### config.mk
export PLATFORM = sky130hd
export DESIGN_NAME = tcam_cfg_ctrl_flat
export DESIGN_NICKNAME = d
export VERILOG_FILES = /design/src/rtl/tcam_cfg_ctrl_if.sv /design/src/rtl/tcam_cfg_ctrl.sv /design/src/flat_wrapper.sv
export SDC_FILE = /design/constraint.sdc
export NUM_CORES = 1
export LEC_CHECK = 0
export CAP_MARGIN = 20
export CELL_PAD_IN_SITES_DETAIL_PLACEMENT = 0
export CELL_PAD_IN_SITES_GLOBAL_PLACEMENT = 1
export CORE_MARGIN = 2
export CORE_UTILIZATION = 46
export CTS_BUF_LIST = sky130_fd_sc_hd__clkbuf_16
export DETAILED_ROUTE_END_ITERATION = 16
export GPL_TIMING_DRIVEN = 0
export PLACE_DENSITY = 0.9
export SLEW_MARGIN = 0
export SYNTH_ARGS = -nofsm -noshare
export SYNTH_HDL_FRONTEND = slang
export SYNTH_SLANG_ARGS = --single-unit
### constraint.sdc
create_clock -name clk -period 4.52 [get_ports clk]
set_clock_uncertainty 0.15 [all_clocks]
set_input_delay 0.904 -clock clk [delete_from_list [all_inputs] [get_ports clk]]
set_output_delay 0.904 -clock clk [all_outputs]
set_load 0.02 [all_outputs]
### src/rtl/tcam_cfg_ctrl_if.sv
// picosoc iomem bus bundle between the CPU (master) and the TCAM staging block (slave).
interface tcam_cfg_ctrl_if;
    logic        iomem_valid;
    logic        iomem_ready;
    logic [3:0]  iomem_wstrb;
    logic [31:0] iomem_addr;
    logic [31:0] iomem_wdata;
    logic [31:0] iomem_rdata;

    modport master (
        output iomem_valid, iomem_wstrb, iomem_addr, iomem_wdata,
        input  iomem_ready, iomem_rdata
    );

    modport slave (
        input  iomem_valid, iomem_wstrb, iomem_addr, iomem_wdata,
        output iomem_ready, iomem_rdata
    );
endinterface

### src/rtl/tcam_cfg_ctrl.sv
// Stages one TCAM entry (key, mask, action) behind the iomem bus and sequences its write strobes.
// Define TCAM_CFG_CLR_EN to build the CLR_ALL table-wipe walk; otherwise CLR_ALL is ignored.
//
// state     | meaning
// ----------+---------------------------------------------------------
// S_IDLE    | waiting for GO / GO_DEF / CLR_ALL
// S_WR_KEY  | key-plane write of the staged entry
// S_WR_MASK | mask-plane write of the staged entry
// S_WR_ACT  | action-table write, bumps COUNT
// S_WR_DEF  | default-action write, bumps COUNT
// S_CLR_KEY | wipe: key plane of entry clr_idx <- 0
// S_CLR_MASK| wipe: mask plane of entry clr_idx <- all ones
// S_CLR_ACT | wipe: action of entry clr_idx <- 0, advance clr_idx
module tcam_cfg_ctrl #(
    parameter int          KEY_W    = 48,
    parameter int          IDX_W    = 5,
    parameter int          ACTION_W = 16,
    parameter logic [7:0]  BASE_HI  = 8'h04
) (
    input  logic                 clk,
    input  logic                 resetn,
    tcam_cfg_ctrl_if.slave       bus,
    output logic                 tcam_wr_en,
    output logic                 tcam_wr_is_mask,
    output logic [IDX_W-1:0]     tcam_wr_addr,
    output logic [KEY_W-1:0]     tcam_wr_data,
    output logic                 action_wr_en,
    output logic [IDX_W-1:0]     action_wr_addr,
    output logic [ACTION_W-1:0]  action_wr_data,
    output logic                 action_wr_default,
    output logic [ACTION_W-1:0]  action_default_data,
    output logic                 busy
);
    localparam int KHI_W = KEY_W - 32;

    typedef enum logic [2:0] {
        S_IDLE,
        S_WR_KEY,
        S_WR_MASK,
        S_WR_ACT,
        S_WR_DEF
`ifdef TCAM_CFG_CLR_EN
        ,
        S_CLR_KEY,
        S_CLR_MASK,
        S_CLR_ACT
`endif
    } state_t;

    state_t state, state_d;

    logic                ready_q;
    logic [31:0]         rdata_q;
    logic [IDX_W-1:0]    index_q;
    logic [31:0]         key_lo_q;
    logic [KHI_W-1:0]    key_hi_q;
    logic [31:0]         mask_lo_q;
    logic [KHI_W-1:0]    mask_hi_q;
    logic [ACTION_W-1:0] action_q;
    logic [15:0]         count_q, count_d;
    logic                err_q;

    logic                tcam_wr_en_d, tcam_wr_is_mask_d;
    logic [IDX_W-1:0]    tcam_wr_addr_d;
    logic [KEY_W-1:0]    tcam_wr_data_d;
    logic                action_wr_en_d, action_wr_default_d;
    logic [IDX_W-1:0]    action_wr_addr_d;
    logic [ACTION_W-1:0] action_wr_data_d, action_default_data_d;

`ifdef TCAM_CFG_CLR_EN
    logic [IDX_W-1:0]    clr_idx, clr_idx_d;
    logic                cmd_clr;
`endif

    logic        sel, wr, busy_w, ctrl_wr, stage_off, stage_wr;
    logic [2:0]  off;
    logic [31:0] ctrl_wd, rd_mux;
    logic        cmd_go, cmd_def, cmd_err;

    function automatic logic [31:0] lane_merge(input logic [31:0] old_v,
                                               input logic [31:0] new_v,
                                               input logic [3:0]  be);
        logic [31:0] r;
        for (int b = 0; b < 4; b++)
            r[8*b +: 8] = be[b] ? new_v[8*b +: 8] : old_v[8*b +: 8];
        return r;
    endfunction

    // ready gates sel so every request is taken exactly once, with a one-cycle ack
    assign sel       = bus.iomem_valid && (bus.iomem_addr[31:24] == BASE_HI) && !ready_q;
    assign wr        = sel && (bus.iomem_wstrb != 4'b0000);
    assign off       = bus.iomem_addr[4:2];
    assign busy_w    = (state != S_IDLE);
    assign ctrl_wr   = wr && (off == 3'd0);
    assign stage_off = (off >= 3'd1) && (off <= 3'd6);
    assign stage_wr  = wr && stage_off && !busy_w;
    assign ctrl_wd   = lane_merge(32'h0, bus.iomem_wdata, bus.iomem_wstrb);

    logic unused_bits;
    assign unused_bits = ^{bus.iomem_addr[23:5], bus.iomem_addr[1:0], ctrl_wd};

    assign bus.iomem_ready = ready_q;
    assign bus.iomem_rdata = rdata_q;
    assign busy            = busy_w;

    // command decode with conflict and busy-drop resolution
    always_comb begin
        cmd_go  = 1'b0;
        cmd_def = 1'b0;
        cmd_err = 1'b0;
`ifdef TCAM_CFG_CLR_EN
        cmd_clr = 1'b0;
        if (ctrl_wr) begin
            if (busy_w)
                cmd_err = ctrl_wd[0] | ctrl_wd[1] | ctrl_wd[2];
            else if (ctrl_wd[2]) begin
                cmd_clr = 1'b1;
                cmd_err = ctrl_wd[0] | ctrl_wd[1];
            end else if (ctrl_wd[0]) begin
                cmd_go  = 1'b1;
                cmd_err = ctrl_wd[1];
            end else if (ctrl_wd[1])
                cmd_def = 1'b1;
        end
`else
        if (ctrl_wr) begin
            if (busy_w)
                cmd_err = ctrl_wd[0] | ctrl_wd[1];
            else if (ctrl_wd[0]) begin
                cmd_go  = 1'b1;
                cmd_err = ctrl_wd[1];
            end else if (ctrl_wd[1])
                cmd_def = 1'b1;
        end
`endif
        if (wr && stage_off && busy_w)
            cmd_err = 1'b1;
    end

    always_comb begin
        rd_mux = 32'h0;
        case (off)
            3'd0: rd_mux = {count_q, 14'd0, err_q, busy_w};
            3'd1: rd_mux = 32'(index_q);
            3'd2: rd_mux = key_lo_q;
            3'd3: rd_mux = 32'(key_hi_q);
            3'd4: rd_mux = mask_lo_q;
            3'd5: rd_mux = 32'(mask_hi_q);
            3'd6: rd_mux = 32'(action_q);
            default: rd_mux = 32'h0;
        endcase
    end

    always_ff @(posedge clk or negedge resetn) begin
        if (!resetn) begin
            ready_q <= 1'b0;
            rdata_q <= 32'h0;
        end else begin
            ready_q <= sel;
            rdata_q <= sel ? rd_mux : 32'h0;
        end
    end

    always_ff @(posedge clk or negedge resetn) begin
        if (!resetn) begin
            index_q   <= '0;
            key_lo_q  <= '0;
            key_hi_q  <= '0;
            mask_lo_q <= '0;
            mask_hi_q <= '0;
            action_q  <= '0;
        end else if (stage_wr) begin
            case (off)
                3'd1: index_q   <= IDX_W'(lane_merge(32'(index_q), bus.iomem_wdata, bus.iomem_wstrb));
                3'd2: key_lo_q  <= lane_merge(key_lo_q, bus.iomem_wdata, bus.iomem_wstrb);
                3'd3: key_hi_q  <= KHI_W'(lane_merge(32'(key_hi_q), bus.iomem_wdata, bus.iomem_wstrb));
                3'd4: mask_lo_q <= lane_merge(mask_lo_q, bus.iomem_wdata, bus.iomem_wstrb);
                3'd5: mask_hi_q <= KHI_W'(lane_merge(32'(mask_hi_q), bus.iomem_wdata, bus.iomem_wstrb));
                3'd6: action_q  <= ACTION_W'(lane_merge(32'(action_q), bus.iomem_wdata, bus.iomem_wstrb));
                default: ;
            endcase
        end
    end

    // a set in the same write as ERR_CLR keeps the error visible
    always_ff @(posedge clk or negedge resetn) begin
        if (!resetn)
            err_q <= 1'b0;
        else if (cmd_err)
            err_q <= 1'b1;
        else if (ctrl_wr && ctrl_wd[8])
            err_q <= 1'b0;
    end

    always_ff @(posedge clk or negedge resetn) begin
        if (!resetn) begin
            state   <= S_IDLE;
            count_q <= 16'h0;
`ifdef TCAM_CFG_CLR_EN
            clr_idx <= '0;
`endif
        end else begin
            state   <= state_d;
            count_q <= count_d;
`ifdef TCAM_CFG_CLR_EN
            clr_idx <= clr_idx_d;
`endif
        end
    end

    // strobes are computed from the current state and registered, so they trail the state by one cycle
    always_comb begin
        state_d               = state;
        count_d               = count_q;
        tcam_wr_en_d          = 1'b0;
        tcam_wr_is_mask_d     = 1'b0;
        tcam_wr_addr_d        = '0;
        tcam_wr_data_d        = '0;
        action_wr_en_d        = 1'b0;
        action_wr_addr_d      = '0;
        action_wr_data_d      = '0;
        action_wr_default_d   = 1'b0;
        action_default_data_d = action_default_data;
`ifdef TCAM_CFG_CLR_EN
        clr_idx_d             = clr_idx;
`endif
        case (state)
            S_IDLE: begin
`ifdef TCAM_CFG_CLR_EN
                if (cmd_clr) begin
                    state_d   = S_CLR_KEY;
                    clr_idx_d = '0;
                end else
`endif
                if (cmd_go)
                    state_d = S_WR_KEY;
                else if (cmd_def)
                    state_d = S_WR_DEF;
            end
            S_WR_KEY: begin
                tcam_wr_en_d   = 1'b1;
                tcam_wr_addr_d = index_q;
                tcam_wr_data_d = {key_hi_q, key_lo_q};
                state_d        = S_WR_MASK;
            end
            S_WR_MASK: begin
                tcam_wr_en_d      = 1'b1;
                tcam_wr_is_mask_d = 1'b1;
                tcam_wr_addr_d    = index_q;
                tcam_wr_data_d    = {mask_hi_q, mask_lo_q};
                state_d           = S_WR_ACT;
            end
            S_WR_ACT: begin
                action_wr_en_d   = 1'b1;
                action_wr_addr_d = index_q;
                action_wr_data_d = action_q;
                count_d          = count_q + 16'd1;
                state_d          = S_IDLE;
            end
            S_WR_DEF: begin
                action_wr_default_d   = 1'b1;
                action_default_data_d = action_q;
                count_d               = count_q + 16'd1;
                state_d               = S_IDLE;
            end
`ifdef TCAM_CFG_CLR_EN
            S_CLR_KEY: begin
                tcam_wr_en_d   = 1'b1;
                tcam_wr_addr_d = clr_idx;
                state_d        = S_CLR_MASK;
            end
            S_CLR_MASK: begin
                tcam_wr_en_d      = 1'b1;
                tcam_wr_is_mask_d = 1'b1;
                tcam_wr_addr_d    = clr_idx;
                tcam_wr_data_d    = '1;
                state_d           = S_CLR_ACT;
            end
            S_CLR_ACT: begin
                action_wr_en_d   = 1'b1;
                action_wr_addr_d = clr_idx;
                if (clr_idx == '1)
                    state_d = S_IDLE;
                else begin
                    clr_idx_d = clr_idx + IDX_W'(1);
                    state_d   = S_CLR_KEY;
                end
            end
`endif
            default: state_d = S_IDLE;
        endcase
    end

    always_ff @(posedge clk or negedge resetn) begin
        if (!resetn) begin
            tcam_wr_en          <= 1'b0;
            tcam_wr_is_mask     <= 1'b0;
            tcam_wr_addr        <= '0;
            tcam_wr_data        <= '0;
            action_wr_en        <= 1'b0;
            action_wr_addr      <= '0;
            action_wr_data      <= '0;
            action_wr_default   <= 1'b0;
            action_default_data <= '0;
        end else begin
            tcam_wr_en          <= tcam_wr_en_d;
            tcam_wr_is_mask     <= tcam_wr_is_mask_d;
            tcam_wr_addr        <= tcam_wr_addr_d;
            tcam_wr_data        <= tcam_wr_data_d;
            action_wr_en        <= action_wr_en_d;
            action_wr_addr      <= action_wr_addr_d;
            action_wr_data      <= action_wr_data_d;
            action_wr_default   <= action_wr_default_d;
            action_default_data <= action_default_data_d;
        end
    end
endmodule

### src/flat_wrapper.sv
// flat-port wrapper written by rule: the top's interface ports become plain ports
module tcam_cfg_ctrl_flat 
#(
    parameter int          KEY_W    = 48,
    parameter int          IDX_W    = 5,
    parameter int          ACTION_W = 16,
    parameter logic [7:0]  BASE_HI  = 8'h04
)
  (clk, resetn, tcam_wr_en, tcam_wr_is_mask, tcam_wr_addr, tcam_wr_data, action_wr_en, action_wr_addr, action_wr_data, action_wr_default, action_default_data, busy, bus_iomem_valid, bus_iomem_wstrb, bus_iomem_addr, bus_iomem_wdata, bus_iomem_ready, bus_iomem_rdata);
  tcam_cfg_ctrl_if bus_i ();
  input  logic clk;
  input  logic resetn;
  output logic tcam_wr_en;
  output logic tcam_wr_is_mask;
  output logic [IDX_W-1:0] tcam_wr_addr;
  output logic [KEY_W-1:0] tcam_wr_data;
  output logic action_wr_en;
  output logic [IDX_W-1:0] action_wr_addr;
  output logic [ACTION_W-1:0] action_wr_data;
  output logic action_wr_default;
  output logic [ACTION_W-1:0] action_default_data;
  output logic busy;
  input wire logic [$bits(bus_i.iomem_valid)-1:0] bus_iomem_valid;
  input wire logic [$bits(bus_i.iomem_wstrb)-1:0] bus_iomem_wstrb;
  input wire logic [$bits(bus_i.iomem_addr)-1:0] bus_iomem_addr;
  input wire logic [$bits(bus_i.iomem_wdata)-1:0] bus_iomem_wdata;
  output wire logic [$bits(bus_i.iomem_ready)-1:0] bus_iomem_ready;
  output wire logic [$bits(bus_i.iomem_rdata)-1:0] bus_iomem_rdata;
  assign bus_i.iomem_valid = bus_iomem_valid;
  assign bus_i.iomem_wstrb = bus_iomem_wstrb;
  assign bus_i.iomem_addr = bus_iomem_addr;
  assign bus_i.iomem_wdata = bus_iomem_wdata;
  assign bus_iomem_ready = bus_i.iomem_ready;
  assign bus_iomem_rdata = bus_i.iomem_rdata;
  tcam_cfg_ctrl #(.KEY_W(KEY_W), .IDX_W(IDX_W), .ACTION_W(ACTION_W), .BASE_HI(BASE_HI)) u_core (.clk(clk), .resetn(resetn), .bus(bus_i), .tcam_wr_en(tcam_wr_en), .tcam_wr_is_mask(tcam_wr_is_mask), .tcam_wr_addr(tcam_wr_addr), .tcam_wr_data(tcam_wr_data), .action_wr_en(action_wr_en), .action_wr_addr(action_wr_addr), .action_wr_data(action_wr_data), .action_wr_default(action_wr_default), .action_default_data(action_default_data), .busy(busy));
endmodule
==> out/metrics.yaml <==
fp.dieW_um: 155
worstPathRequired_ps: 4740
synth.top_cells.by_count: "dfrtp_1, mux2_2, a22o_1"
nets: 1028
io_pins: 199
drtPass1Iterations: 5
maximum_number_of_pins_on_one_net_before_global_route_repair: 114
grt_most_used_layer: "met2"
multi_input_combinational_cell_area_um2: 3750
r2r_slack_ps: 1700
end_kind: "flop"
postSynthCellCount: 748
layout.area.seq_um2: 6610
postPlaceCellArea_um2: 12700
synthDominantAreaCellType: "dfrtp_1"
synth.net_count: 820
timing.rr.end: "u_core.tcam_wr_data[40]"
dieArea_um2: 24100
dominant_combinational_cell_family_by_area_after_synthesis: "multiplexers"
initial_core_util_pct: 46.6
clock_tree_from_tritoncts: "done"
worst-endpoint-arrival_ps: 3500
worstHoldPathType: "in -> async"
worst_slew_pin_slew_ps: 949
comb_power_share_pct: 11.0
vdd_drop_max_v: 0.000360
use_met2_pct: 36.5
groute.usage.overall_pct: 22.8
die_y_um: 155
hold_violations: 0
detail-route-antenna-nets: 0
pwr_density_cell_nw_per_um2: 411
drt_drc: 0
grt.overflow.total: 0
ys_seq_area_share_pct: 62.8
first_iter_violations: 520
std_cell_rows: 55
syn-mean-instance-area_um2: 14.1
routed_wire_length_um: 27300
final_design_area_no_fill_um2: 13800
antenna_found_initial: 0
grtUsageMet3_pct: 4.48
detail_route.wl_per_cell_um: 21.6
synth-main-ff-cell: "dfrtp_1"
finalWeightedCongestion: 0.827
status: "complete, no violations"
largest_cells_by_area_after_synthesis: "dfrtp_1, mux2_2, a22o_1"
sum_neg_setup_slack_ps: 0
share_clk_of_total_power_pct: 45.7
mappedNetlistArea_um2: 10500
post_cts_resized: 0
setup_viol: 0
clock_tree_root_buffer_cell: "clkbuf_16"
core_region_area_um2: 22600
regToRegStartpoint: "u_core.state[2]"
synthDistinctLibCells: 49
area_overhead_of_the_layout_relative_to_synthesis_pct: 30.7
yosysWarningCount: 0
final_period_minus_worst_setup_slack_ps: 3270
final.fill_count: 1746
start_kind: "input port"
muxShareOfSynthArea_pct: 18.4
final_layout_size_suffix_gt1_share_pct: 22.2
skew_pair_late_insertion_delay_ps: 540
rsz0062_at_grt: "false"
power.switching_fraction_pct: 25.1
power.leakage_nw: 6.37
yosys.area_share.simple_pct: 7.98
io_buffers: 177
synth_compound_area_share_pct: 7.88
r2r_cells: 4
relSlewSlack_pct: 36.4
cts_post_setup_buffers_inserted: 0
detailedPlacementHpwl_um: 18800
htreeDepth: 1
synth_largest_type_area_fraction_pct: 62.8
max_freq_mhz: 305
synthesized_area_fraction_occupied_by_xor_and_xnor_cells_pct: 1.25
slew_viol_final: 0
maximum_fanout_along_the_worst_path: 10
vias_per_cell: 5.59
synth.most_common_cell: "dfrtp_1"
cts.sink_count: 264
insertedDiodeCount: 0
global_route.usage.met1_pct: 31.8
number_of_global_route_vias_before_repair: 7381
route.vias.total: 7058
number_of_flops_mapped_to_enable_cells_by_yosys: 0
timing_worst_setup_path_type: "in -> reg"
timing.final.crit_share_pct: 72.4
number_of_max_capacitance_violations_reported: 0
async_reset_ff_share_pct: 100
cts-hold-fix-buffers: 0
synth_adder_area_share_pct: 0.214
synth_seq_cells: 264
p_sw_mw: 1.42
grt_first_pass_wirelength_um: 42200
clk_transition_reported_paths_ps: 60
cts_buffers: 27
cts_buffer_depth: 3
internal-power_mw: 4.23
seqPwrFrac_pct: 43.2
## metal layers
metal	vias to the layer above	share of wire, %
li1	3143	-
met3	55	6.8
met4	0	2.8
met5	-	0
met2	259	47
met1	3601	44
## state kept, by name (all words and copies together), names as in the netlist
| name | count |
|---|---|
| u_core.bus.iomem_ready | 1 |
| u_core.index_q | 5 |
| u_core.tcam_wr_en | 1 |
| u_core.state | 3 |
| u_core.action_wr_data | 16 |
| u_core.action_wr_en | 1 |
| u_core.bus.iomem_rdata | 32 |
| u_core.mask_hi_q | 16 |
| u_core.count_q | 16 |
| u_core.tcam_wr_addr | 5 |
| u_core.action_wr_addr | 5 |
| u_core.mask_lo_q | 32 |
| u_core.action_default_data | 16 |
| u_core.key_lo_q | 32 |
| u_core.action_q | 16 |
| u_core.key_hi_q | 16 |
| u_core.err_q | 1 |
| u_core.tcam_wr_data | 48 |
| u_core.action_wr_default | 1 |
| u_core.tcam_wr_is_mask | 1 |
## cell usage in the layout (no fill, tap or decap), types with 2 or more instances in the layout
master and count:
dfrtp_1 264, clkdlybuf4s50_1 176, mux2_2 143, a22o_1 48, nor2_1 39, clkbuf_1 30
and2_1 27, clkbuf_16 27, a221oi_1 24, mux2i_1 22, a21oi_1 22, nor3_1 16
nand2_1 15, xnor2_1 14, nor2_2 12, bufinv_16 10, nand4_1 9, nand3_1 6
clkinv_1 6, inv_1 5, buf_2 5, mux2_1 5, nor3_2 3, nor2b_1 3
clkinv_2 3, nor3b_1 2, buf_1 2, a211oi_1 2, mux4_2 2, o21ai_0 2
and4_1 2, nor4bb_1 2, nor4_1 2, clkinvlp_4 2, buf_16 2
## metrics by stage
step	hold slack, ps	power (mW)	util (%)	worst slack [ps]	instances
after floorplan	295	2.76	-	1870	748
after global placement	315	3.09	56.0	-8680	1210
after detailed placement	319	3.11	56.3	793	1212
after CTS	133	5.69	60.9	1350	1262
after global routing	147	5.84	60.9	1180	1262
final	127	5.65	60.9	1250	1262
## area by class of cell
cell class                 count  share of cell area, %
sequential                   264                   48.0
clock buffer                  27                   4.91
clock inverter                23                   2.66
multi-input combinational    443                   27.3
buffer                        37                   1.06
timing repair buffer         179                   13.3
inverter                       4                  0.109
tap                          285                   2.59
## worst max-delay path by stage
stage,from,endpoint,depth (start not counted)
after floorplan,bus_iomem_addr[25],u_core.index_q[0],5
after global placement,resetn,u_core.action_wr_data[4],1
after detailed placement,bus_iomem_addr[2],u_core.bus.iomem_rdata[1],6
after CTS,bus_iomem_addr[2],u_core.bus.iomem_rdata[1],6
after global routing,bus_iomem_addr[2],u_core.bus.iomem_rdata[1],6
final,bus_iomem_addr[2],u_core.bus.iomem_rdata[1],6
## cells by family (layout without fill, tap and decap cells)
kind of cell    after synthesis  after routing
simple gates                149            149
fa+ha+maj                     2              2
flops                       264            264
xor+xnor                     15             15
buf+inv                      41            270
compound gates              105            105
mux                         172            172
## power by group through the flow
| stage | clock network, mW | logic [mW] | registers, mW |
|---|---|---|---|
| after floorplan | 0 | 0.263 | 2.50 |
| after global placement | 0 | 0.607 | 2.49 |
| after detailed placement | 0 | 0.618 | 2.49 |
| after CTS | 2.62 | 0.621 | 2.44 |
| after global routing | 2.73 | 0.664 | 2.45 |
| final | 2.58 | 0.624 | 2.44 |
## worst max-delay path, stage by stage
cell and delay, ps:
clkdlybuf4s50_1 650, inv_1 90, clkbuf_1 260, o2111ai_1 790, clkbuf_1 590, nor2_1 200
Note: power is estimated with default switching activity, not from simulation.
